<file path="config.mk">
export PLATFORM = sky130hd
export DESIGN_NAME = mem_access_controller
export DESIGN_NICKNAME = d
export VERILOG_FILES = /design/src/rtl/mem_access_controller_pkg.sv /design/src/rtl/mem_access_controller_latency_counter.sv /design/src/rtl/mem_access_controller.sv
export SDC_FILE = /design/constraint.sdc
export NUM_CORES = 1
export LEC_CHECK = 0
export ABC_AREA = 1
export CORE_UTILIZATION = 38
export CTS_CLUSTER_SIZE = 30
export DETAILED_ROUTE_END_ITERATION = 10
export HOLD_SLACK_MARGIN = 0.12
export PLACE_DENSITY_LB_ADDON = 0.1
export SLEW_MARGIN = 15
export SYNTH_ARGS = -nofsm -noshare
export SYNTH_HDL_FRONTEND = slang
export SYNTH_SLANG_ARGS = --single-unit
</file>
<file path="constraint.sdc">
create_clock -name clk -period 3.6 [get_ports clk]
set_clock_uncertainty 0.1 [all_clocks]
set_input_delay 0.72 -clock clk [delete_from_list [all_inputs] [get_ports clk]]
set_output_delay 0.72 -clock clk [all_outputs]
set_load 0.005 [all_outputs]
</file>
<file path="src/rtl/mem_access_controller_pkg.sv">
// Shared constants, FSM encoding and address-window helpers for the memory access controller.
package mem_access_controller_pkg;

  localparam int unsigned DEF_BASE_ADDR   = 1024;
  localparam int unsigned DEF_DEPTH_WORDS = 64;
  localparam int unsigned CNT_W           = 4;

  typedef enum logic [1:0] {
    ST_IDLE   = 2'd0,
    ST_ACCESS = 2'd1,
    ST_DONE   = 2'd2
  } state_e;

  // Inclusive byte-address window accepted by the fault check.
  function automatic logic [31:0] addr_lo(input int unsigned base);
    return 32'(base);
  endfunction

  function automatic logic [31:0] addr_hi(input int unsigned base, input int unsigned depth);
    return 32'(base + 4 * depth - 1);
  endfunction

endpackage

</file>
<file path="src/rtl/mem_access_controller_latency_counter.sv">
// Loadable 4-bit down-counter that saturates at zero; zero flag ends an access.
module latency_counter
  import mem_access_controller_pkg::*;
(
  input  logic             clk,
  input  logic             rst,
  input  logic             load,
  input  logic [CNT_W-1:0] load_val,
  input  logic             dec,
  output logic [CNT_W-1:0] cnt,
  output logic             zero
);

  logic [CNT_W-1:0] cnt_q, cnt_d;

  always_comb begin
    cnt_d = cnt_q;
    if (load)
      cnt_d = load_val;
    else if (dec && cnt_q != '0)
      cnt_d = cnt_q - 1'b1;
  end

  always_ff @(posedge clk or posedge rst) begin
    if (rst) cnt_q <= '0;
    else     cnt_q <= cnt_d;
  end

  assign cnt  = cnt_q;
  assign zero = (cnt_q == '0);

endmodule

</file>
<file path="src/rtl/mem_access_controller.sv">
// Multi-cycle load/store sequencer between the pipeline and a fixed-latency data memory.
module mem_access_controller
  import mem_access_controller_pkg::*;
#(
  parameter int unsigned MEM_LATENCY = 2,
  parameter int unsigned BASE_ADDR   = DEF_BASE_ADDR,
  parameter int unsigned DEPTH_WORDS = DEF_DEPTH_WORDS
) (
  input  logic        clk,
  input  logic        rst,
  input  logic        mem_read_en,
  input  logic        mem_write_en,
  input  logic [31:0] alu_result,
  input  logic [31:0] val_rm,
  output logic        memoryRead,
  output logic        memoryWrite,
  output logic [31:0] address,
  output logic [31:0] data_in,
  input  logic [31:0] data,
  output logic        freeze,
  output logic [31:0] mem_result,
  output logic        mem_result_valid,
  output logic        addr_fault
);

  localparam logic [31:0]      ADDR_LO  = addr_lo(BASE_ADDR);
  localparam logic [31:0]      ADDR_HI  = addr_hi(BASE_ADDR, DEPTH_WORDS);
  localparam logic [CNT_W-1:0] CNT_INIT = CNT_W'(MEM_LATENCY - 1);

  state_e           state_q, state_d;
  logic [31:0]      addr_q, addr_d;
  logic [31:0]      wdata_q, wdata_d;
  logic [31:0]      result_q, result_d;
  logic             is_read_q, is_read_d;
  logic             req_any, req_ok;
  logic             cnt_load, cnt_dec, cnt_zero;
  logic [CNT_W-1:0] cnt;

  assign req_any = mem_read_en | mem_write_en;
  assign req_ok  = (mem_read_en ^ mem_write_en) && (alu_result[1:0] == 2'b00) &&
                   (alu_result >= ADDR_LO) && (alu_result <= ADDR_HI);

  latency_counter u_cnt (
    .clk      (clk),
    .rst      (rst),
    .load     (cnt_load),
    .load_val (CNT_INIT),
    .dec      (cnt_dec),
    .cnt      (cnt),
    .zero     (cnt_zero)
  );

  always_comb begin
    state_d          = state_q;
    addr_d           = addr_q;
    wdata_d          = wdata_q;
    is_read_d        = is_read_q;
    result_d         = result_q;
    cnt_load         = 1'b0;
    cnt_dec          = 1'b0;
    freeze           = 1'b0;
    addr_fault       = 1'b0;
    memoryRead       = 1'b0;
    memoryWrite      = 1'b0;
    address          = '0;
    data_in          = '0;
    mem_result_valid = 1'b0;
    unique case (state_q)
      ST_IDLE: begin
        // Request decode is combinational, so keep it quiet while reset is held.
        if (!rst) begin
          if (req_ok) begin
            freeze    = 1'b1;
            cnt_load  = 1'b1;
            addr_d    = alu_result;
            wdata_d   = val_rm;
            is_read_d = mem_read_en;
            state_d   = ST_ACCESS;
          end else if (req_any) begin
            addr_fault = 1'b1;
          end
        end
      end
      ST_ACCESS: begin
        freeze      = 1'b1;
        address     = addr_q;
        data_in     = wdata_q;
        cnt_dec     = !cnt_zero;
        memoryRead  = is_read_q;
        memoryWrite = !is_read_q && cnt_zero;
        if (cnt_zero) begin
          state_d = ST_DONE;
          if (is_read_q) result_d = data;
        end
      end
      ST_DONE: begin
        mem_result_valid = is_read_q;
        state_d          = ST_IDLE;
      end
      default: state_d = ST_IDLE;
    endcase
  end

  always_ff @(posedge clk or posedge rst) begin
    if (rst) begin
      state_q   <= ST_IDLE;
      addr_q    <= '0;
      wdata_q   <= '0;
      result_q  <= '0;
      is_read_q <= 1'b0;
    end else begin
      state_q   <= state_d;
      addr_q    <= addr_d;
      wdata_q   <= wdata_d;
      result_q  <= result_d;
      is_read_q <= is_read_d;
    end
  end

  assign mem_result = result_q;

endmodule

</file>
## Word level (Yosys, flattened, before mapping)

Index checks and enable logic that the tools add are counted.

| word-level totals | value |
|---|---|
| input port bits | 100 |
| output and inout port bits | 101 |
| register bits after elaboration | 103 |

| operators by class | value |
|---|---|
| magnitude comparators | 2 |
| add/sub/neg operators | 1 |
| multiplexer cells | 20 |
| reduce and logical (&&, ||, !) cells | 15 |
| bitwise operators | 3 |
| equal/unequal tests | 5 |

Operator list:

| operator | number |
|---|---|
| $mux 32 | 2 |
| $ge 32x11->1 const B | 1 |
| $le 32x11->1 const B | 1 |
| $mux 1 | 11 |
| $reduce_and 3->1 | 3 |
| $mux 4 | 2 |
| $mux 2 | 3 |
| $ne 2x2->1 const B | 3 |
| $logic_and 1x1->1 | 5 |
| $logic_not 2->1 | 2 |
| $logic_not 4->1 | 1 |
| $pmux 2 s2 | 1 |
| $reduce_bool 4->1 | 1 |
| $sub 4x1->4 const B | 1 |
| $eq 2x1->1 const B | 1 |
| $eq 2x2->1 const B | 1 |
| $logic_not 1->1 | 2 |
| $pmux 1 s2 | 1 |
| $reduce_bool 2->1 | 1 |
| $not 1->1 | 1 |
| $or 1x1->1 | 1 |
| $xor 1x1->1 | 1 |

## Logic depth before layout (Yosys ltp)

| logic depth | value |
|---|---|
| depth after elaboration | 8 |
| gate-level depth with buffers | 10 |
| mapped depth without buffers | 9 |

## Cells and area by module

From an unflattened synthesis, not the netlist that was laid out.

| second synthesis, totals | value |
|---|---|
| cells, all modules | 617 |
| area total of the unflattened synthesis | 4739.5 µm² |

By module, submodules not included:

| module | instances | sequential area each (µm²) | cells each | area each (µm²) |
|---|---|---|---|---|
| mem_access_controller | 1 | 2477.4 | 570 | 4440.5 |
| latency_counter | 1 | 100.1 | 47 | 299.0 |

## Least setup slack after synthesis

No wires, ideal clock.

| path | value |
|---|---|
| path kind | in2out |
| start point | input mem_read_en |
| end point | output freeze |
| arrival | 1818 ps |
| cell stages on the path | 9 |
| required time | 2780 ps |
| setup slack | 962 ps |
| cell sequence | inv_1 -> ha_1 -> nand2_1 -> nor2_1 -> nand2_1 -> nor2_1 -> nand3_1 -> clkbuf_1 -> nand2_1 |

| between the ends | value |
|---|---|
| cells in the longest elaborated chain, start to end | 7 |

RTL lines:

| what | line | RTL |
|---|---|---|
| start, declared | mem_access_controller.sv:11 | `input logic mem_read_en,` |
| $xor 1x1->1 | mem_access_controller.sv:40 | `assign req_ok = (mem_read_en ^ mem_write_en) && (alu_result[1:0] == 2'b00) &&` |
| $logic_and 1x1->1 (2 in a row) | mem_access_controller.sv:40 |  |
| $logic_and 1x1->1 | mem_access_controller.sv:41 | `(alu_result >= ADDR_LO) && (alu_result <= ADDR_HI);` |
| $mux 1 | mem_access_controller.sv:72 | `if (req_ok) begin` |
| $mux 1 | mem_access_controller.sv:71 | `if (!rst) begin` |
| $pmux 1 s2 | mem_access_controller.sv:68 | `unique case (state_q)` |
| end, declared | mem_access_controller.sv:20 | `output logic freeze,` |

Every way passes these cells.

## Worst setup path after layout

Ends and elaborated chain as after synthesis.

==> flow_metrics.py <==
metrics = {
    "cts": {
        "clockRootBuffer": "clkbuf_16",
        "clk_pin_slew_ps": 60,
        "cts_tree": "done",
        "cts_buffers": 9,
        "clock_path_buffers": 2,
        "cts_hold_buf": 0,
        "clk_latency_ps": 340,
        "cts.sinks": 103,
        "post-cts-setup-buffers": 0,
        "cts_max_level": 3,
    },
    "sta": {
        "slew_viol_final": 0,
        "fin_ws_ps": 125,
        "max-slew-margin-rel_pct": 53.7,
        "fin_crit_ps": 3480,
        "setup_viol": 0,
        "max_freq_ghz": 0.288,
        "holdWs_ps": 366,
        "tightestPinTransition_ps": 695,
        "hold_viol": 0,
        "fin_crit_sh_pct": 96.5,
        "rsz0062_at_grt": "false",
        "finalSetupTns_ps": 0,
    },
    "routing": {
        "firstDrtPassIters": 5,
        "wl_per_cell_um": 12.3,
        "viasPerCell": 4.53,
        "drc": 0,
        "wirelength_um": 11600,
        "ant_nets": 0,
        "first_iter_violations": 200,
        "dr_total_vias": 4249,
    },
    "logic_synthesis": {
        "synth-seq-cells": 103,
        "yosysMostFrequentCell": "nand2_1",
        "synth-edff-count": 0,
        "synth_top_family_by_area": "simple AND/OR/NAND/NOR gates",
        "syn_nets": 702,
        "synth_compound_area_share_pct": 6.60,
        "synth_area_um2": 4660,
        "synth_area_leaders": "dfrtp_1 55%, nand2_1 11%, inv_1 9.8%, nor2_1 7.1%, nand3_1 4.9%",
        "synthSimpleGateAreaFrac_pct": 24.3,
        "netlist_instances": 600,
        "yosys.area_share.adder_pct": 0.537,
        "synthArstFlopShare_pct": 100,
        "muxShareOfSynthArea_pct": 0,
        "synthXorXnorAreaFrac_pct": 0.188,
        "synth_area_leader_cell": "dfrtp_1",
        "yosysWarnings": 0,
        "synth_seq_area_share_pct": 55.3,
        "synth_ff_type": "dfrtp_1",
        "ys_top_cells_by_count": "138 x nand2_1, 122 x inv_1, 103 x dfrtp_1, 88 x nor2_1, 46 x nand3_1",
        "synth_cell_types": 20,
        "avgSynthCellArea_um2": 7.77,
        "yosysTopAreaCellShare_pct": 55.3,
    },
    "min_path": {
        "min_path_type": "flip-flop to flip-flop",
        "min_from": "addr_q[10]",
    },
    "critical_path": {
        "max_stage_delay_ps": 510,
        "r2r_start": "state_q[0]",
        "worstPathArrival_ps": 2660,
        "crit_start": "mem_read_en",
        "worstSetupEndpointType": "output pin",
        "worstSetupStartpointType": "input port",
        "r2r-end": "mem_result[4]",
        "worst-r2r-cell-count": 6,
        "required_ps": 2780,
        "endpoint": "freeze",
        "reg2reg_setup_slack_ps": 1570,
        "path_class": "input port to output pin",
        "slowest_stage": "clkdlybuf4s50_1",
        "cp_common_cell": "nand2_1",
        "crit_fanout": 3,
        "crit_chain": "clkdlybuf4s50_1 > inv_1 > ha_1 > nand2_1 > nor2_1 > nand2_1 > nor2_1 > nand3_2 > nand2_1 > clkdlybuf4s50_1",
    },
    "placed_design": {
        "place_ws_ps": 96.8,
        "placed_cells": 922,
        "place_hpwl_um": 8040,
        "placed_area_um2": 6780,
        "place.port_buffers": 200,
        "gp_congestion": 0.794,
    },
    "finish": {
        "area_growth_pct": 52.0,
        "fillers": 1095,
        "final_nets": 888,
        "fin_util_pct": 59.3,
        "fin_cells": 938,
        "drive_above_1_share_pct": 3.54,
        "antennaDiodeCount": 0,
        "design_area_um2": 7090,
        "final-seq-area_um2": 2580,
        "multiInputGateArea_um2": 1490,
    },
    "floorplan": {
        "ios": 201,
        "die_h_um": 113,
        "die_area_um2": 12700,
        "dieWidth_um": 113,
        "rows": 40,
        "start_util_pct": 39.0,
        "core-area_um2": 12000,
    },
    "grt": {
        "antenna_found_initial": 0,
        "grt_pass1_wl_um": 19200,
        "grt_start_max_net_pins": 70,
        "grt_pass1_vias": 4131,
        "grt_usage_pct": 18.9,
        "overflow": 0,
    },
    "power": {
        "powerDensity_nw_per_um2": 326,
        "swShare_pct": 20.3,
        "power_frac_seq_pct": 50.1,
        "pwr-share-comb_pct": 7.1,
        "clockPowerShare_pct": 42.8,
        "cellLeakagePower_nw": 3.45,
        "power.switching_mw": 0.469,
        "power.total_mw": 2.31,
        "peakVddDrop_uv": 211,
        "p_int_mw": 1.84,
    },
    "outcome": {
        "status": "finished, final reports clean",
    },
    "run": {
        "max_cap_violations": 0,
    },
}
sequential cells by signal (all words and copies together) (netlist names):
register	count
wdata_q	32
state_q	2
addr_q	32
u_cnt.cnt	4
mem_result	32
is_read_q	1
worst max-delay path, delay by kind of cell:
kind                     cells  cell delay (ps)
AND/OR/NAND/NOR              6              640
buffers and inverters        3             1040
adder cells (fa/ha/maj)      1              260
layout make-up:
type                            count  area share (%)
Inverter                          123            6.58
Timing Repair Buffer              206            29.1
Multi-Input combinational cell    343            21.0
Clock inverter                      4           0.759
Clock buffer                       12            3.62
Tap cell                          147            2.59
Sequential cell                   103            36.4
routing by layer:
layer | wire, um | track usage (%) | part of all wire (%) | vias up
met3 | 721 | 5.03 | 6.2 | 11
met5 | 0 | 0 | 0 | -
li1 | - | - | - | 2145
met1 | 5080 | 23.7 | 44 | 1962
met4 | 143 | 5.60 | 1.2 | 0
met2 | 5610 | 32.0 | 49 | 131
how the worst min path moves through the flow:
stage                  end  depth (start not counted)
6_report        addr_q[10]                          2
5_1_grt        wdata_q[12]                          2
4_1_cts         addr_q[10]                          2
3_5_place_dp    addr_q[10]                          2
3_3_place_gp    addr_q[10]                          2
2_1_floorplan   addr_q[10]                          2
cell families after synthesis:
group | Yosys count
AO/OA/AOI/OAI | 61
XOR/XNOR | 1
adder cells (fa/ha/maj) | 2
buffers and inverters | 154
flip-flops | 103
AND/OR/NAND/NOR | 279
what timing repair did:
item,4_1_cts,5_1_grt
gates resized for setup,0,1
setup endpoints to repair,0,53
endpoints found under the hold margin,0,0
power groups by stage:
stage | Clock, mW | Combinational [mW] | Sequential, mW
global placement | 0 | 0.166 | 1.18
floorplan | 0 | 0.0385 | 1.18
finish | 0.987 | 0.164 | 1.16
global route | 1.06 | 0.179 | 1.16
detailed placement | 0 | 0.166 | 1.18
CTS | 1.02 | 0.167 | 1.16
placed cells by master (no fill, tap or decap), types with 3 or more instances in the layout:
cell type / count
a21oi_1: 27
buf_4: 5
clkbuf_16: 9
clkdlybuf4s50_1: 200
dfrtp_1: 103
inv_1: 121
nand2_1: 138
nand3_1: 45
nor2_1: 88
nor3_1: 3
o21ai_0: 33
Power figures use the tool's default switching activity.
